$ cat config.mk
export PLATFORM = sky130hd
export DESIGN_NAME = arp_rx_flat
export DESIGN_NICKNAME = d
export VERILOG_FILES = /design/src/rtl/arp_rx_if.sv /design/src/rtl/arp_rx.sv /design/src/flat_wrapper.sv
export SDC_FILE = /design/constraint.sdc
export NUM_CORES = 1
export LEC_CHECK = 0
export ABC_CLOCK_PERIOD_IN_PS = 7640
export CORE_MARGIN = 5
export CORE_UTILIZATION = 51
export CTS_CLUSTER_SIZE = 12
export DETAILED_ROUTE_END_ITERATION = 8
export PLACE_DENSITY_LB_ADDON = 0.12
export RECOVER_POWER = 25
export SETUP_SLACK_MARGIN = 0.5
export SLEW_MARGIN = 10
export SYNTH_ARGS = -nofsm -noshare
export SYNTH_HDL_FRONTEND = slang
export SYNTH_SLANG_ARGS = --single-unit
$ cat constraint.sdc
create_clock -name clk -period 7.64 [get_ports clk]
set_input_delay 2.292 -clock clk [delete_from_list [all_inputs] [get_ports clk]]
set_output_delay 2.292 -clock clk [all_outputs]
set_load 0.02 [all_outputs]
$ cat src/rtl/arp_rx_if.sv
// GMII receive bus plus the parsed-ARP result bundle.
// The master drives the GMII bytes; the slave (arp_rx) returns the result.
interface arp_rx_if;
    logic        gmii_rx_dv;
    logic [7:0]  gmii_rxd;
    logic        arp_rx_done;
    logic        arp_rx_type;
    logic [47:0] src_mac;
    logic [31:0] src_ip;

    modport master (
        output gmii_rx_dv, gmii_rxd,
        input  arp_rx_done, arp_rx_type, src_mac, src_ip
    );

    modport slave (
        input  gmii_rx_dv, gmii_rxd,
        output arp_rx_done, arp_rx_type, src_mac, src_ip
    );
endinterface

$ cat src/rtl/arp_rx.sv
// GMII receive-side ARP parser: validates preamble, Ethernet header and ARP payload,
// then pulses arp_rx_done with the opcode type and the sender's MAC/IP.
module arp_rx #(
    parameter logic [47:0] BOARD_MAC = 48'h00_11_22_33_44_55,
    parameter logic [31:0] BOARD_IP  = {8'd192, 8'd168, 8'd1, 8'd10}
) (
    input  logic     clk,
    input  logic     rst,
    arp_rx_if.slave  rx
);
    typedef enum logic [2:0] {IDLE, PREAMBLE, ETH_HEAD, ARP_DATA, RX_END} state_t;

    localparam logic [7:0] MAC_B [6] = '{BOARD_MAC[47:40], BOARD_MAC[39:32], BOARD_MAC[31:24],
                                         BOARD_MAC[23:16], BOARD_MAC[15:8],  BOARD_MAC[7:0]};

    state_t      state;
    logic [4:0]  cnt;
    logic        uni_ok, bc_ok;
    logic        sh_op;
    logic [47:0] sh_mac;
    logic [31:0] sh_ip;
    logic [23:0] sh_tip;

    logic        uni_nxt, bc_nxt, eth_ok, arp_ok;
    logic [7:0]  rxd;

    assign rxd = rx.gmii_rxd;

    // Destination MAC must match the board unicast address or broadcast across all six bytes.
    always_comb begin
        uni_nxt = uni_ok;
        bc_nxt  = bc_ok;
        eth_ok  = 1'b1;
        if (cnt < 5'd6) begin
            uni_nxt = uni_ok && (rxd == MAC_B[cnt[2:0]]);
            bc_nxt  = bc_ok && (rxd == 8'hFF);
            eth_ok  = uni_nxt || bc_nxt;
        end else if (cnt == 5'd12) begin
            eth_ok = (rxd == 8'h08);
        end else if (cnt == 5'd13) begin
            eth_ok = (rxd == 8'h06);
        end
    end

    always_comb begin
        arp_ok = 1'b1;
        case (cnt)
            5'd0:    arp_ok = (rxd == 8'h00);
            5'd1:    arp_ok = (rxd == 8'h01);
            5'd2:    arp_ok = (rxd == 8'h08);
            5'd3:    arp_ok = (rxd == 8'h00);
            5'd4:    arp_ok = (rxd == 8'h06);
            5'd5:    arp_ok = (rxd == 8'h04);
            5'd6:    arp_ok = (rxd == 8'h00);
            5'd7:    arp_ok = (rxd == 8'h01) || (rxd == 8'h02);
            5'd27:   arp_ok = ({sh_tip, rxd} == BOARD_IP);
            default: arp_ok = 1'b1;
        endcase
    end

    always_ff @(posedge clk or posedge rst) begin
        if (rst) begin
            state          <= IDLE;
            cnt            <= '0;
            uni_ok         <= 1'b0;
            bc_ok          <= 1'b0;
            sh_op          <= 1'b0;
            sh_mac         <= '0;
            sh_ip          <= '0;
            sh_tip         <= '0;
            rx.arp_rx_done <= 1'b0;
            rx.arp_rx_type <= 1'b0;
            rx.src_mac     <= '0;
            rx.src_ip      <= '0;
        end else begin
            // NOTE: non-blocking throughout; done defaults low each edge so it can only ever be a 1-cycle pulse.
            rx.arp_rx_done <= 1'b0;
            if (!rx.gmii_rx_dv) begin
                state <= IDLE;
                cnt   <= '0;
            end else begin
                case (state)
                    IDLE: begin
                        if (rxd == 8'h55) begin
                            state <= PREAMBLE;
                            cnt   <= 5'd1;
                        end else begin
                            state <= RX_END;
                        end
                    end
                    PREAMBLE: begin
                        if (rxd == 8'h55 && cnt < 5'd7) begin
                            cnt <= cnt + 5'd1;
                        end else if (rxd == 8'hD5 && cnt == 5'd7) begin
                            state  <= ETH_HEAD;
                            cnt    <= '0;
                            uni_ok <= 1'b1;
                            bc_ok  <= 1'b1;
                        end else begin
                            state <= RX_END;
                        end
                    end
                    ETH_HEAD: begin
                        if (!eth_ok) begin
                            state <= RX_END;
                        end else begin
                            uni_ok <= uni_nxt;
                            bc_ok  <= bc_nxt;
                            if (cnt == 5'd13) begin
                                state <= ARP_DATA;
                                cnt   <= '0;
                            end else begin
                                cnt <= cnt + 5'd1;
                            end
                        end
                    end
                    ARP_DATA: begin
                        if (!arp_ok) begin
                            state <= RX_END;
                        end else begin
                            // Sender fields go to shadow regs so a later reject never touches the outputs.
                            if (cnt == 5'd7)                     sh_op  <= rxd[1];
                            if (cnt >= 5'd8 && cnt <= 5'd13)     sh_mac <= {sh_mac[39:0], rxd};
                            if (cnt >= 5'd14 && cnt <= 5'd17)    sh_ip  <= {sh_ip[23:0], rxd};
                            if (cnt >= 5'd24 && cnt <= 5'd26)    sh_tip <= {sh_tip[15:0], rxd};
                            if (cnt == 5'd27) begin
                                state          <= RX_END;
                                rx.arp_rx_done <= 1'b1;
                                rx.arp_rx_type <= sh_op;
                                rx.src_mac     <= sh_mac;
                                rx.src_ip      <= sh_ip;
                            end else begin
                                cnt <= cnt + 5'd1;
                            end
                        end
                    end
                    RX_END:  state <= RX_END;
                    default: state <= IDLE;
                endcase
            end
        end
    end
endmodule
$ cat src/flat_wrapper.sv
// flat-port wrapper written by rule: the top's interface ports become plain ports
module arp_rx_flat 
#(
    parameter logic [47:0] BOARD_MAC = 48'h00_11_22_33_44_55,
    parameter logic [31:0] BOARD_IP  = {8'd192, 8'd168, 8'd1, 8'd10}
)
  (clk, rst, rx_gmii_rx_dv, rx_gmii_rxd, rx_arp_rx_done, rx_arp_rx_type, rx_src_mac, rx_src_ip);
  arp_rx_if rx_i ();
  input  logic clk;
  input  logic rst;
  input wire logic [$bits(rx_i.gmii_rx_dv)-1:0] rx_gmii_rx_dv;
  input wire logic [$bits(rx_i.gmii_rxd)-1:0] rx_gmii_rxd;
  output wire logic [$bits(rx_i.arp_rx_done)-1:0] rx_arp_rx_done;
  output wire logic [$bits(rx_i.arp_rx_type)-1:0] rx_arp_rx_type;
  output wire logic [$bits(rx_i.src_mac)-1:0] rx_src_mac;
  output wire logic [$bits(rx_i.src_ip)-1:0] rx_src_ip;
  assign rx_i.gmii_rx_dv = rx_gmii_rx_dv;
  assign rx_i.gmii_rxd = rx_gmii_rxd;
  assign rx_arp_rx_done = rx_i.arp_rx_done;
  assign rx_arp_rx_type = rx_i.arp_rx_type;
  assign rx_src_mac = rx_i.src_mac;
  assign rx_src_ip = rx_i.src_ip;
  arp_rx #(.BOARD_MAC(BOARD_MAC), .BOARD_IP(BOARD_IP)) u_core (.clk(clk), .rst(rst), .rx(rx_i));
endmodule
Word-level counts from Yosys, hierarchy flattened
Memories as Yosys holds them, arrays and structs flattened.
Index checks and enable logic that the tools add are counted.
{"block": "word_totals", "memories": 1, "ff_bits": 197, "romBits": 64, "out_inout_bits": 82}
{"memory": "(no name shown)", "depth": 8, "width": 8, "rd": 1, "rd_clocked_by_memory_dff": 0, "write_ports": 0, "line": "arp_rx.sv:35", "rtl": "uni_nxt = uni_ok && (rxd == MAC_B[cnt[2:0]]);"}
{"block": "op_classes", "n_reduce_logical": 22, "add_sub_neg": 1, "n_bitwise": 1, "order_cmp": 9, "n_mux": 36, "eq_ne": 37}
{"op": "two-way mux 5 bit", "count": 8}
{"op": "equality test 32 bit (second input constant)", "count": 1}
{"op": "two-way mux 3 bit", "count": 8}
{"op": "equality test 5 x 3 -> 1 bit (second input constant)", "count": 4}
{"op": "case mux 5 bit (4 select lines)", "count": 1}
{"op": "AND reduction 4 bit", "count": 5}
{"op": "equality test 8 x 3 -> 1 bit (second input constant)", "count": 2}
{"op": "equality test 8 bit (second input constant)", "count": 2}
{"op": "two-way mux 8 bit", "count": 2}
{"op": "case mux 3 bit (5 select lines)", "count": 1}
{"op": "two-way mux 1 bit", "count": 13}
{"op": "AND reduction 6 bit", "count": 2}
{"op": "equality test 5 x 2 -> 1 bit (second input constant)", "count": 2}
{"op": "equality test 5 x 4 -> 1 bit (second input constant)", "count": 2}
{"op": ">= comparator 5 x 4 -> 1 bit (second input constant)", "count": 2}
{"op": "less-or-equal comparator 5 bit (second input constant)", "count": 2}
{"op": "less-than comparator 5 x 3 -> 1 bit (second input constant)", "count": 2}
{"op": "inequality test 3 x 2 -> 1 bit (second input constant)", "count": 3}
{"op": "equality test 8 x 1 -> 1 bit (second input constant)", "count": 1}
{"op": "equality test 8 x 2 -> 1 bit (second input constant)", "count": 1}
{"op": "equality test 8 x 4 -> 1 bit (second input constant)", "count": 1}
{"op": "equality test 8 x 7 -> 1 bit (second input constant)", "count": 1}
{"op": "equality test 8 bit", "count": 1}
{"op": "logical NOT 8 bit", "count": 1}
{"op": "other kinds (25)", "count": 38}

Longest topological paths before layout
Gate-level depths: netlist of run 1.
{"block": "logic_depth", "depth_word": 11, "ltp_mapped": 11}

Worst setup path before layout of run 1
No wires, ideal clock.
{"block": "synth_path", "path_type": "in2reg", "from": "in rx_gmii_rxd[0]", "to": "reg u_core.rx.src_ip[23]", "arrival_time_ps": 4230, "slack_ps": 3285, "stages": 10, "path_buffers": 3, "setup_ps": 125, "path_cell_list": "buf_2 nor3_4 nand3_1 nor4_2 nor4_2 a21oi_2 and2b_1 buf_8 buf_8 mux2_2"}
{"block": "synth_between", "elab_chain_cells": 4, "elab_cells_between_ends": 10, "classes_between": "eq/ne (6); mux (1); reduce/logical (3)"}
{"item": "start, declared", "line": "flat_wrapper.sv:12", "rtl": "input wire logic [$bits(rx_i.gmii_rxd)-1:0] rx_gmii_rxd;"}
{"item": "equality test 8 x 1 -> 1 bit / equality test 8 x 2 -> 1 bit (equally long branches)", "line": "arp_rx.sv:49, arp_rx.sv:55"}
{"item": "logical OR 1 bit", "line": "arp_rx.sv:55", "rtl": "5'd7: arp_ok = (rxd == 8'h01) || (rxd == 8'h02);"}
{"item": "case mux 1 bit (7 select lines) (*)", "line": "arp_rx.sv:47", "rtl": "case (cnt)"}
{"item": "AND reduction 4 bit (no source line) (*)"}
{"item": "end signal, assigned", "line": "arp_rx.sv:131", "rtl": "rx.src_ip <= sh_ip;"}
{"item": "end, declared", "line": "arp_rx_if.sv:18", "rtl": "output arp_rx_done, arp_rx_type, src_mac, src_ip"}
Mark *: on every way between the ends. The rest lies on a longest branch, timed or not.
A chain may end at the register's enable or synchronous reset.

Worst setup path in the final report of run 1
{"block": "layout_path", "from": "in rx_gmii_rxd[6]", "to": "reg u_core.rx.src_mac[47]"}
{"block": "layout_between", "elab_chain_cells": 4, "elab_cells_between_ends": 10, "classes_between": "eq/ne (6); mux (1); reduce/logical (3)"}
{"item": "equality test 8 x 1 -> 1 bit / equality test 8 x 2 -> 1 bit (equally long branches)", "line": "arp_rx.sv:49, arp_rx.sv:55"}
{"item": "logical OR 1 bit", "line": "arp_rx.sv:55"}
{"item": "case mux 1 bit (7 select lines) (*)", "line": "arp_rx.sv:47"}
{"item": "AND reduction 4 bit (no source line) (*)"}
{"item": "end signal, assigned", "line": "arp_rx.sv:130", "rtl": "rx.src_mac <= sh_mac;"}
{"item": "end, declared", "line": "arp_rx_if.sv:18"}
Marks and branches as above.

==> metrics.md, run 1 <==
| Metric | Value |
|---|---|
| CTS Sinks | `197` |
| Final Wtd Congestion | `0.882` |
| Most used cell, CP | `nor4_2` |
| Area contributors post-synth | `dfrtp_1, mux2_4, mux2_2` |
| Net switching power | `0.433 mW` |
| Commonest cells in the synthesized netlist | `dfrtp_1, mux2_2, mux2_4, nand2_1, nor2_1` |
| Mapped Cells | `593` |
| Post-Syn Area | `8780 um2` |
| Total CTS buffers | `17` |
| Seq pwr share | `51.5%` |
| Critical Path Fanout Max | `35` |
| CP startpoint kind | `input pin` |
| Worst Path Required | `7.95 ns` |
| WL final | `17.3 mm` |
| Max Transition Viols Final | `198` |
| Max_cap viols | `1` |
| Util after Layout | `60.5%` |
| Clock transition at path regs | `0.07 ns` |
| Share of layout cells above drive strength 1 | `32.1%` |
| Most frequent cell after synthesis | `dfrtp_1` |
| Tcrit/Tclk final | `72.0%` |
| CTS Root Cell | `clkbuf_16` |
| Post-DP HPWL | `11.8 mm` |
| Yosys warns | `0` |
| Cell variety after synth | `61` |
| Starting DRT DRC Count | `374` |
| Sw Ratio | `21.3%` |
| Largest net degree at the start of global routing | `198` |
| # rows | `48` |
| Endpoint class of the critical path | `register` |
| Prevailing post-synth register cell | `dfrtp_1` |
| Die X | `141 um` |
| Post-CTS resize count | `0` |
| Failing checks | `max-capacitance violations, max-slew violations` |
| Post-synth EDFFs | `0` |
| Internal power | `1.60 mW` |
| Routed vias | `5,094` |
| Leakage | `4.90 nW` |
| WL per Instance | `19.1 um` |
| Vias in the first global route | `5,178` |
| Fmax | `0.182 GHz` |
| Bufs on Longest Clock Path | `2` |
| Worst slew margin | `-70.9%` |
| Yosys top cell by area | `dfrtp_1` |
| CTS tree | `done` |
| Slew at the pin with the worst max-slew slack | `2.56 ns` |
| Min Clock Period, post-route | `5.50 ns` |
| H-tree Lvls | `4` |
| GRT Total Usage | `18.3%` |
| Die Y | `141 um` |
| Critical path's largest stage delay | `0.72 ns` |
| Clock skew after layout | `0.0129 ns` |
| Initial core utilization | `51.3%` |
| Peak VDD IR | `0.000153 V` |
| Post-DRT Antenna Nets | `0` |
| Die ar. | `19,900 um2` |
| Hold WC Path Type | `reg -> reg` |
| Grt ovf | `0` |
| RSZ-0062 raised after global routing | `no` |
| Share of the synthesized area in the top cell type | `56.2%` |
| Status | `finished with violations` |
| Largest delay contributor family on the critical path | `simple AND/OR/NAND/NOR gates` |
| Setup-failing EPs final | `0` |
| Total power | `2.03 mW` |
| Global-route wire length before repair | `29.0 mm` |
| CP arrival | `5.81 ns` |
| Initial antenna violation count | `0` |
| DR vias/cell | `5.60` |
| Clk_lat worst skew | `0.43 ns` |
| Diode count | `0` |
| Clk pwr share | `46.0%` |
| Synth Register Bits | `197` |
| Hold_buf cts | `0` |
| Ys async rst share | `100%` |
| Sequential share of the synthesized area | `56.2%` |
| # nets final | `687` |
| Hold Fails Final Rpt | `0` |
| Drt pass-1 iters | `4` |
| Number of port buffers | `92` |
| CP Class | `in -> reg` |
| Core area | `17,100 um2` |
| I/O pin count | `93` |
| Pwr dens | `196 nW/um2` |
| Slowest cell on the critical path | `clkdlybuf4s50_1` |
| Setup_tns | `0 ns` |
| Syn nets | `608` |
| Area Growth Syn to Fin | `17.9%` |
| Critical path, cell by cell | `clkdlybuf4s50_1, nor3_4, nand3_1, nor4_2, nor4_2, a21oi_2, and2b_4, buf_4, mux2_2` |
| Avg Cell Area, Syn | `14.8 um2` |
| Setup Buffers After CTS | `0` |
| Logic pwr share | `2.5%` |
| Remaining DRCs | `0` |
| Critical path buffer and inverter count | `2` |
## layout by cell type, fill, tap and decap left out, types with 4 or more instances in the layout
cell / count
nand3_1: 11
mux2_4: 86
dfrtp_1: 197
nor2b_1: 5
nor3_1: 7
nor2_1: 14
inv_6: 4
inv_1: 5
clkdlybuf4s50_1: 91
o21ai_0: 9
and2_1: 4
nand4b_1: 4
ha_1: 4
mux2_2: 87
nand2_1: 20
o211ai_1: 5
nor4b_1: 5
a21oi_1: 9
nand4_1: 10
clkbuf_16: 17
mux2_1: 13
nor4_1: 8
## per-layer routing
metal / up-vias / GRT usage (%) / share of wire (%)
met5: - / 0 / 0
met4: 0 / 5.00 / 1.2
met3: 16 / 3.66 / 4.2
met2: 95 / 28.0 / 47
met1: 2659 / 26.8 / 48
li1: 2324 / - / -
## cell families after synthesis
kind of cell / Yosys count / synth area share [%]
flip-flops: 197 / 56.2
AO/OA/AOI/OAI: 46 / 3.58
adder cells (fa/ha/maj): 4 / 0.570
buffers and inverters: 43 / 3.79
AND/OR/NAND/NOR: 114 / 8.03
XOR/XNOR: 1 / 0.0998
multiplexers: 188 / 27.8
## per-stage QoR
stage | area (um2) | std cells | hold WS, ns | setup slack [ns]
floorplan | 8780 | 593 | 0.475 | 2.80
finish | 10300 | 910 | 0.491 | 2.14
global placement | 9740 | 878 | 0.471 | 1.74
detailed placement | 9740 | 878 | 0.478 | 1.70
CTS | 10400 | 910 | 0.494 | 2.15
global route | 10300 | 910 | 0.503 | 1.95
## flip-flops by register name (all words and copies together), names as in the netlist
| signal | cells |
|---|---|
| u_core.rx.src_mac | 48 |
| u_core.sh_mac | 48 |
| u_core.rx.src_ip | 32 |
| u_core.sh_ip | 32 |
| u_core.sh_tip | 24 |
| u_core.cnt | 5 |
| u_core.state | 3 |
| u_core.bc_ok | 1 |
| u_core.rx.arp_rx_done | 1 |
| u_core.rx.arp_rx_type | 1 |
| u_core.sh_op | 1 |
| u_core.uni_ok | 1 |
## worst paths after layout
check,endpoint,slack [ns],startpoint,cells past startpoint
worst min register to register,u_core.rx.src_mac[21],0.49,u_core.rx.src_mac[21],1
max in group asynchronous,u_core.sh_ip[4],2.73,rst,3
worst max-delay path,u_core.rx.src_mac[47],2.14,rx_gmii_rxd[6],9
worst min-delay path,u_core.rx.src_mac[21],0.49,u_core.rx.src_mac[21],1
worst max register to register,u_core.rx.src_mac[47],3.78,u_core.cnt[0],9
min in group asynchronous,u_core.rx.src_mac[39],3.33,rst,3
## power by group through the flow
stage	Sequential [mW]	Combinational, mW	Clock [mW]
final	1.05	0.0510	0.933
after detailed placement	1.07	0.0538	0
after floorplan	1.06	0.0353	0
after global placement	1.07	0.0530	0
after CTS	1.05	0.0538	0.955
after global routing	1.04	0.0591	1.00
## layout make-up
type / count / area, um2
Clock inverter: 11 / 163
Inverter: 6 / 26.3
Clock buffer: 21 / 460
Fill cell: 1325 / 6770
Tap cell: 225 / 282
Sequential cell: 197 / 4930
Timing Repair Buffer: 97 / 971
Multi-Input combinational cell: 353 / 3520
Note: power is estimated with default switching activity, not from simulation.
==> run 2: changes to the inputs <==
--- a/config.mk
+++ b/config.mk
@@ -5,7 +5,7 @@
 export SDC_FILE = /design/constraint.sdc
 export NUM_CORES = 1
 export LEC_CHECK = 0
-export ABC_CLOCK_PERIOD_IN_PS = 7640
+export ABC_CLOCK_PERIOD_IN_PS = 4750
 export CORE_MARGIN = 5
 export CORE_UTILIZATION = 51
 export CTS_CLUSTER_SIZE = 12
==> constraint.sdc (replaced) <==
create_clock -name clk -period 4.75 [get_ports clk]
set_input_delay 1.425 -clock clk [delete_from_list [all_inputs] [get_ports clk]]
set_output_delay 1.425 -clock clk [all_outputs]
set_load 0.02 [all_outputs]
==> metrics.md, run 2 (synthesized netlist as in run 1, its figures left out) <==
| Metric | Value |
|---|---|
| CTS Root Cell | `clkbuf_16` |
| Hold Fails Final Rpt | `0 (unchanged)` |
| Worst slew margin | `-39.4% (+31 points)` |
| Remaining DRCs | `0 (unchanged)` |
| Max Transition Viols Final | `200 (+1.0%)` |
| Drt pass-1 iters | `5 (+1)` |
| Slew at the pin with the worst max-slew slack | `2.09 ns (-0.472 ns)` |
| CTS Sinks | `197 (unchanged)` |
| Die Y | `141 um (unchanged)` |
| Fmax | `0.269 GHz` |
| Hold_buf cts | `0 (unchanged)` |
| Total CTS buffers | `17 (unchanged)` |
| Status | `finished with violations` |
| Setup-failing EPs final | `0 (unchanged)` |
| Clock transition at path regs | `0.07 ns (about the same)` |
| DR vias/cell | `5.51 (-1.7%)` |
| Total power | `3.18 mW (+57%)` |
| Post-DP HPWL | `12.1 mm (+2.3%)` |
| Max_cap viols | `3 (+2)` |
| Critical path buffer and inverter count | `3 (+1)` |
| Post-CTS resize count | `0 (unchanged)` |
| Tcrit/Tclk final | `78.3%` |
| WL per Instance | `18.8 um (-1.4%)` |
| Largest delay contributor family on the critical path | `simple AND/OR/NAND/NOR gates` |
| Grt ovf | `0 (unchanged)` |
| RSZ-0062 raised after global routing | `no` |
| Post-DRT Antenna Nets | `0 (unchanged)` |
| GRT Total Usage | `18.3% (+0.030 points)` |
| Area Growth Syn to Fin | `19.8%` |
| Most frequent cells in the layout | `dfrtp_1, clkdlybuf4s50_1, mux2_2` |
| Setup Buffers After CTS | `0 (unchanged)` |
| # rows | `48 (unchanged)` |
| Critical path's largest stage delay | `0.52 ns (-0.20 ns)` |
| CP Launch Point | `rx_gmii_rxd[5]` |
| Inst Count DP | `894 (+1.8%)` |
| Regs by FF count | `u_core.rx.src_mac x48, u_core.sh_mac x48` |
| Initial antenna violation count | `0 (unchanged)` |
| CTS tree | `done` |
| Bufs on Longest Clock Path | `2 (unchanged)` |
| Largest net degree at the start of global routing | `126 (-36%)` |
| Commonest non-fill, non-tap cell in the layout | `dfrtp_1` |
| Min Clock Period, post-route | `3.72 ns` |
| CP arrival | `4.03 ns (-1.78 ns)` |
| Clk_lat worst skew | `0.43 ns (about the same)` |
| Setup_tns | `0 ns (unchanged)` |
| Critical register-to-register path startpoint | `u_core.cnt[1]` |
| Routed vias | `5,098 (+0.079%)` |
| Hold WC Path Type | `reg -> reg` |
| Starting DRT DRC Count | `256 (-32%)` |
| I/O pin count | `93 (unchanged)` |
| Global-route wire length before repair | `29.3 mm (+1.1%)` |
| Diode count | `0 (unchanged)` |
| Critical Path Fanout Max | `17 (-51%)` |
| Core area | `17,100 um2 (unchanged)` |
| WL final | `17.4 mm (+0.31%)` |
| Initial core utilization | `51.3% (unchanged)` |
| Non-filler instance count after layout | `926 (+1.8%)` |
| Peak VDD IR | `0.000283 V (+85%)` |
| Clock skew after layout | `0.00988 ns (-0.00302 ns)` |
| Final Wtd Congestion | `0.890 (+0.88%)` |
| Vias in the first global route | `5,311 (+2.6%)` |
| # nets final | `703 (+2.3%)` |
| CP startpoint kind | `input pin` |
| Pwr dens | `302 nW/um2 (+54%)` |
| Failing checks | `max-capacitance violations, max-slew violations` |
| H-tree Lvls | `4 (unchanged)` |
| CP Class | `in -> reg` |
| Worst Path Required | `5.06 ns (-2.89 ns)` |
| Critical path, cell by cell | `clkdlybuf4s50_1, buf_4, nor3_1, and2_1, nand3_1, a21oi_2, and2b_4, buf_12, mux2_2` |
| Endpoint class of the critical path | `register` |
| Die X | `141 um (unchanged)` |
| Leakage | `4.97 nW (+1.5%)` |
| Number of port buffers | `92 (unchanged)` |
| Share of layout cells above drive strength 1 | `33.5% (+1.4 points)` |
| Slowest cell on the critical path | `clkdlybuf4s50_1` |
| HP Start | `u_core.rx.src_mac[19]` |
| Die ar. | `19,900 um2 (unchanged)` |
run 2: changes by cell type in the layout (fill, tap and decap cells not counted), sizes merged:
cell / change
buf: +14
inv: -1
clkinv: +3
bufinv: -2
clkinvlp: +2
run 2: metal layers:
| layer | vias up | global-route usage [%] | share of wire (%) |
|---|---|---|---|
| met5 | - | 0 | 0 |
| met4 | 0 | 5.56 | 1.5 |
| met3 | 21 | 3.60 | 4.4 |
| met2 | 104 | 27.9 | 47 |
| met1 | 2626 | 26.7 | 47 |
| li1 | 2347 | - | - |
run 2: cell type report:
type,instances,area [um2]
flip-flops and latches,197,4930
clock inverters,13,145
repair buffers,113,1170
inverters,6,23.8
well taps,225,282
fillers,1322,6610
clock buffers,19,443
multi-input cells,353,3520
run 2: through the flow:
step                      setup WS (ns)  cell area, um2  utilization (%)  hold slack (ns)
final                              1.03           10500             61.4            0.495
after floorplan                   0.779            8780                -            0.475
after global placement            0.541            9950             58.1            0.469
after detailed placement          0.597            9950             58.1            0.479
after CTS                          1.07           10500             61.5            0.499
after global routing              0.716           10500             61.4            0.527
run 2: worst paths after layout:
path | endpoint | slack [ns] | cells after the start
worst max-delay path | u_core.rx.src_mac[47] | 1.03 | 9
worst min-delay path | u_core.rx.src_mac[19] | 0.49 | 1
worst max register to register | u_core.rx.src_mac[47] | 1.56 | 9
worst min register to register | u_core.rx.src_mac[19] | 0.49 | 1
max in group asynchronous | u_core.sh_ip[3] | 1.28 | 3
min in group asynchronous | u_core.rx.src_mac[40] | 2.08 | 3
run 2: power by group:
group          switching [mW]  leakage (nW)  internal [mW]
Combinational          0.0653          1.95         0.0248
Sequential            0.00288          2.74           1.68
Clock                   0.653         0.283          0.756
==> run 3: changes to the inputs <==
--- a/config.mk
+++ b/config.mk
@@ -5,9 +5,9 @@
 export SDC_FILE = /design/constraint.sdc
 export NUM_CORES = 1
 export LEC_CHECK = 0
-export ABC_CLOCK_PERIOD_IN_PS = 4750
+export ABC_CLOCK_PERIOD_IN_PS = 3620
 export CORE_MARGIN = 5
-export CORE_UTILIZATION = 51
+export CORE_UTILIZATION = 53
 export CTS_CLUSTER_SIZE = 12
 export DETAILED_ROUTE_END_ITERATION = 8
 export PLACE_DENSITY_LB_ADDON = 0.12
==> constraint.sdc (replaced) <==
create_clock -name clk -period 3.62 [get_ports clk]
set_input_delay 1.086 -clock clk [delete_from_list [all_inputs] [get_ports clk]]
set_output_delay 1.086 -clock clk [all_outputs]
set_load 0.02 [all_outputs]
==> metrics.md, run 3 (synthesized netlist as in run 1, its figures left out) <==
| Metric | Value |
|---|---|
| Status | `finished with violations` |
| Failing checks | `max-capacitance violations, max-slew violations` |
| Grt ovf | `0 (unchanged)` |
| Pwr dens | `392 nW/um2 (+30%)` |
| Die Y | `139 um (-1.8%)` |
| Worst Path Required | `3.93 ns (-1.13 ns)` |
| Leakage | `5.17 nW (+4.0%)` |
| Most used cell, CP | `nor4_4` |
| Worst slew margin | `-9.20% (+30 points)` |
| Register area | `4930 um2 (about the same)` |
| Routed vias | `5,270 (+3.4%)` |
| Hold Path End | `u_core.rx.src_mac[19]` |
| DR vias/cell | `5.55 (+0.87%)` |
| Number of port buffers | `92 (unchanged)` |
| Share of layout cells above drive strength 1 | `37.9% (+4.3 points)` |
| Most frequent cells in the layout | `dfrtp_1, mux2_2, mux2_4` |
| Tcrit/Tclk final | `82.9%` |
| Bufs on Longest Clock Path | `2 (unchanged)` |
| Non-filler instance count after layout | `949 (+2.5%)` |
| Area of the multi-input gates | `3570 um2 (+1.4%)` |
| CP Class | `in -> reg` |
| Min Clock Period, post-route | `3.00 ns` |
| Drt pass-1 iters | `4 (-1)` |
| Peak VDD IR | `0.000327 V (+15%)` |
| Fin Hold WS | `0.494 ns (-0.00131 ns)` |
| CTS Root Cell | `clkbuf_16` |
| Core area | `16,400 um2 (-4.1%)` |
| Regs by FF count | `u_core.rx.src_mac x48, u_core.sh_mac x48` |
| CTS Sinks | `197 (unchanged)` |
| Post-DP HPWL | `12.3 mm (+1.6%)` |
| Final Wtd Congestion | `0.905 (+1.7%)` |
| WL per Instance | `19.3 um (+2.5%)` |
| Inst Count DP | `905 (+1.2%)` |
| Fmax | `0.333 GHz` |
| I/O pin count | `93 (unchanged)` |
| WL final | `18.3 mm (+5.0%)` |
| Total CTS buffers | `17 (unchanged)` |
| Initial antenna violation count | `0 (unchanged)` |
| Slowest cell on the critical path | `mux2_1` |
| Clock transition at path regs | `0.07 ns (about the same)` |
| Vias in the first global route | `5,435 (+2.3%)` |
| Critical Path Fanout Max | `12 (-5)` |
| # nets final | `731 (+4.0%)` |
| H-tree Lvls | `4 (unchanged)` |
| Global-route wire length before repair | `30.1 mm (+2.4%)` |
| Clock skew after layout | `0.0111 ns (+0.00122 ns)` |
| Commonest non-fill, non-tap cell in the layout | `dfrtp_1` |
| Hold_buf cts | `0 (unchanged)` |
| Max Transition Viols Final | `103 (-49%)` |
| Critical path's largest stage delay | `0.32 ns (-0.20 ns)` |
| Post-DRT Antenna Nets | `0 (unchanged)` |
| Clk_lat worst skew | `0.43 ns (about the same)` |
| Post-route cell area | `10,800 um2 (+2.7%)` |
| Setup-failing EPs final | `0 (unchanged)` |
| Util after Layout | `65.8% (+4.4 points)` |
| Reg2Reg Depth | `9 (unchanged)` |
| Fill cells | `1,211 (-8.4%)` |
| GRT Total Usage | `19.3% (+1.0 points)` |
| Die ar. | `19,200 um2 (-3.5%)` |
| Largest net degree at the start of global routing | `97 (-23%)` |
| Area Growth Syn to Fin | `23.0%` |
| R2R setup slack | `0.65 ns (-0.91 ns)` |
| Initial core utilization | `53.5% (+2.2 points)` |
| Min-Delay Path Depth | `1 (unchanged)` |
| Remaining DRCs | `0 (unchanged)` |
| Starting DRT DRC Count | `377 (+47%)` |
| HP Start | `u_core.rx.src_mac[19]` |
| CP startpoint kind | `input pin` |
| Critical path, cell by cell | `dlygate4sd2_1, nor3_4, nand3_1, nor4_4, nor4_4, a21oi_2, buf_4, and4b_2, bufbuf_16, mux2_1` |
| RSZ-0062 raised after global routing | `no` |
| Setup_tns | `0 ns (unchanged)` |
| Critical register-to-register path startpoint | `u_core.cnt[4]` |
| Slew at the pin with the worst max-slew slack | `1.64 ns (-0.453 ns)` |
| Die X | `139 um (-1.8%)` |
| Endpoint class of the critical path | `register` |
| Reg-to-reg endpoint | `u_core.sh_tip[23]` |
| Hold Fails Final Rpt | `0 (unchanged)` |
| CP arrival | `3.31 ns (-0.72 ns)` |
| Diode count | `0 (unchanged)` |
| Hold WC Path Type | `reg -> reg` |
| # rows | `47 (-2.1%)` |
| CTS tree | `done` |
| Placed Instance Area | `10,100 um2 (+1.1%)` |
| Max_cap viols | `2 (-1)` |
## run 3: report_power, final
group	leakage, nW	total [mW]	internal, mW	switching [mW]
Clock	0.291	1.90	1.05	0.845
Sequential	2.74	2.21	2.20	0.00340
Combinational	2.14	0.131	0.0395	0.0915
Total	5.17	4.24	3.30	0.940
## run 3: layer usage
metal  GRT usage, %  routed length [um]  vias to the layer above
met1           27.2                8420                     2717
met3           4.41                 784                       13
met4           4.63                 169                        0
met5              0                   0                        -
met2           31.0                8900                      118
li1               -                   -                     2422
## run 3: how the worst max path moves through the flow
| stage | startpoint | to | slack, ns | depth (start not counted) |
|---|---|---|---|---|
| 2_1_floorplan | rst | u_core.bc_ok | -0.01 | 1 |
| 3_3_place_gp | rx_gmii_rxd[6] | u_core.sh_mac[3] | -0.06 | 11 |
| 3_5_place_dp | rx_gmii_rxd[5] | u_core.rx.src_ip[27] | -0.1 | 8 |
| 4_1_cts | rx_gmii_rxd[1] | u_core.sh_tip[5] | 0.54 | 10 |
| 5_1_grt | rst | u_core.sh_ip[22] | 0.41 | 3 |
| 6_report | rx_gmii_rxd[0] | u_core.sh_tip[23] | 0.62 | 10 |
## run 3: critical path, delay by kind of cell
kind                   cells  cell delay (ns)
AOI/OAI and AO/OA          1             0.20
muxes                      1             0.32
buffers and inverters      3             0.73
and+or+nand+nor            5             0.96
## run 3: per-stage QoR
stage,total power [mW],setup slack (ns)
5_1_grt,4.39,0.406
3_3_place_gp,2.38,-0.0606
2_1_floorplan,2.32,-0.0124
4_1_cts,4.29,0.536
3_5_place_dp,2.38,-0.0982
6_report,4.24,0.618
## run 3: final cells by class
class	instances	area share [%]
Multi-Input combinational cell	353	33.1
Sequential cell	197	45.7
Clock inverter	12	1.37
Clock buffer	20	4.14
Tap cell	220	2.55
Inverter	6	0.220
Timing Repair Buffer	141	13.0
## run 3: repair_timing
action                                  4_1_cts  5_1_grt
cloned                                        2        0
endpoints found under the setup margin      185       98
pin swaps                                     2        4
hold endpoints to repair                      0        0
gates resized for setup                      21        7
buffers inserted                              3        7
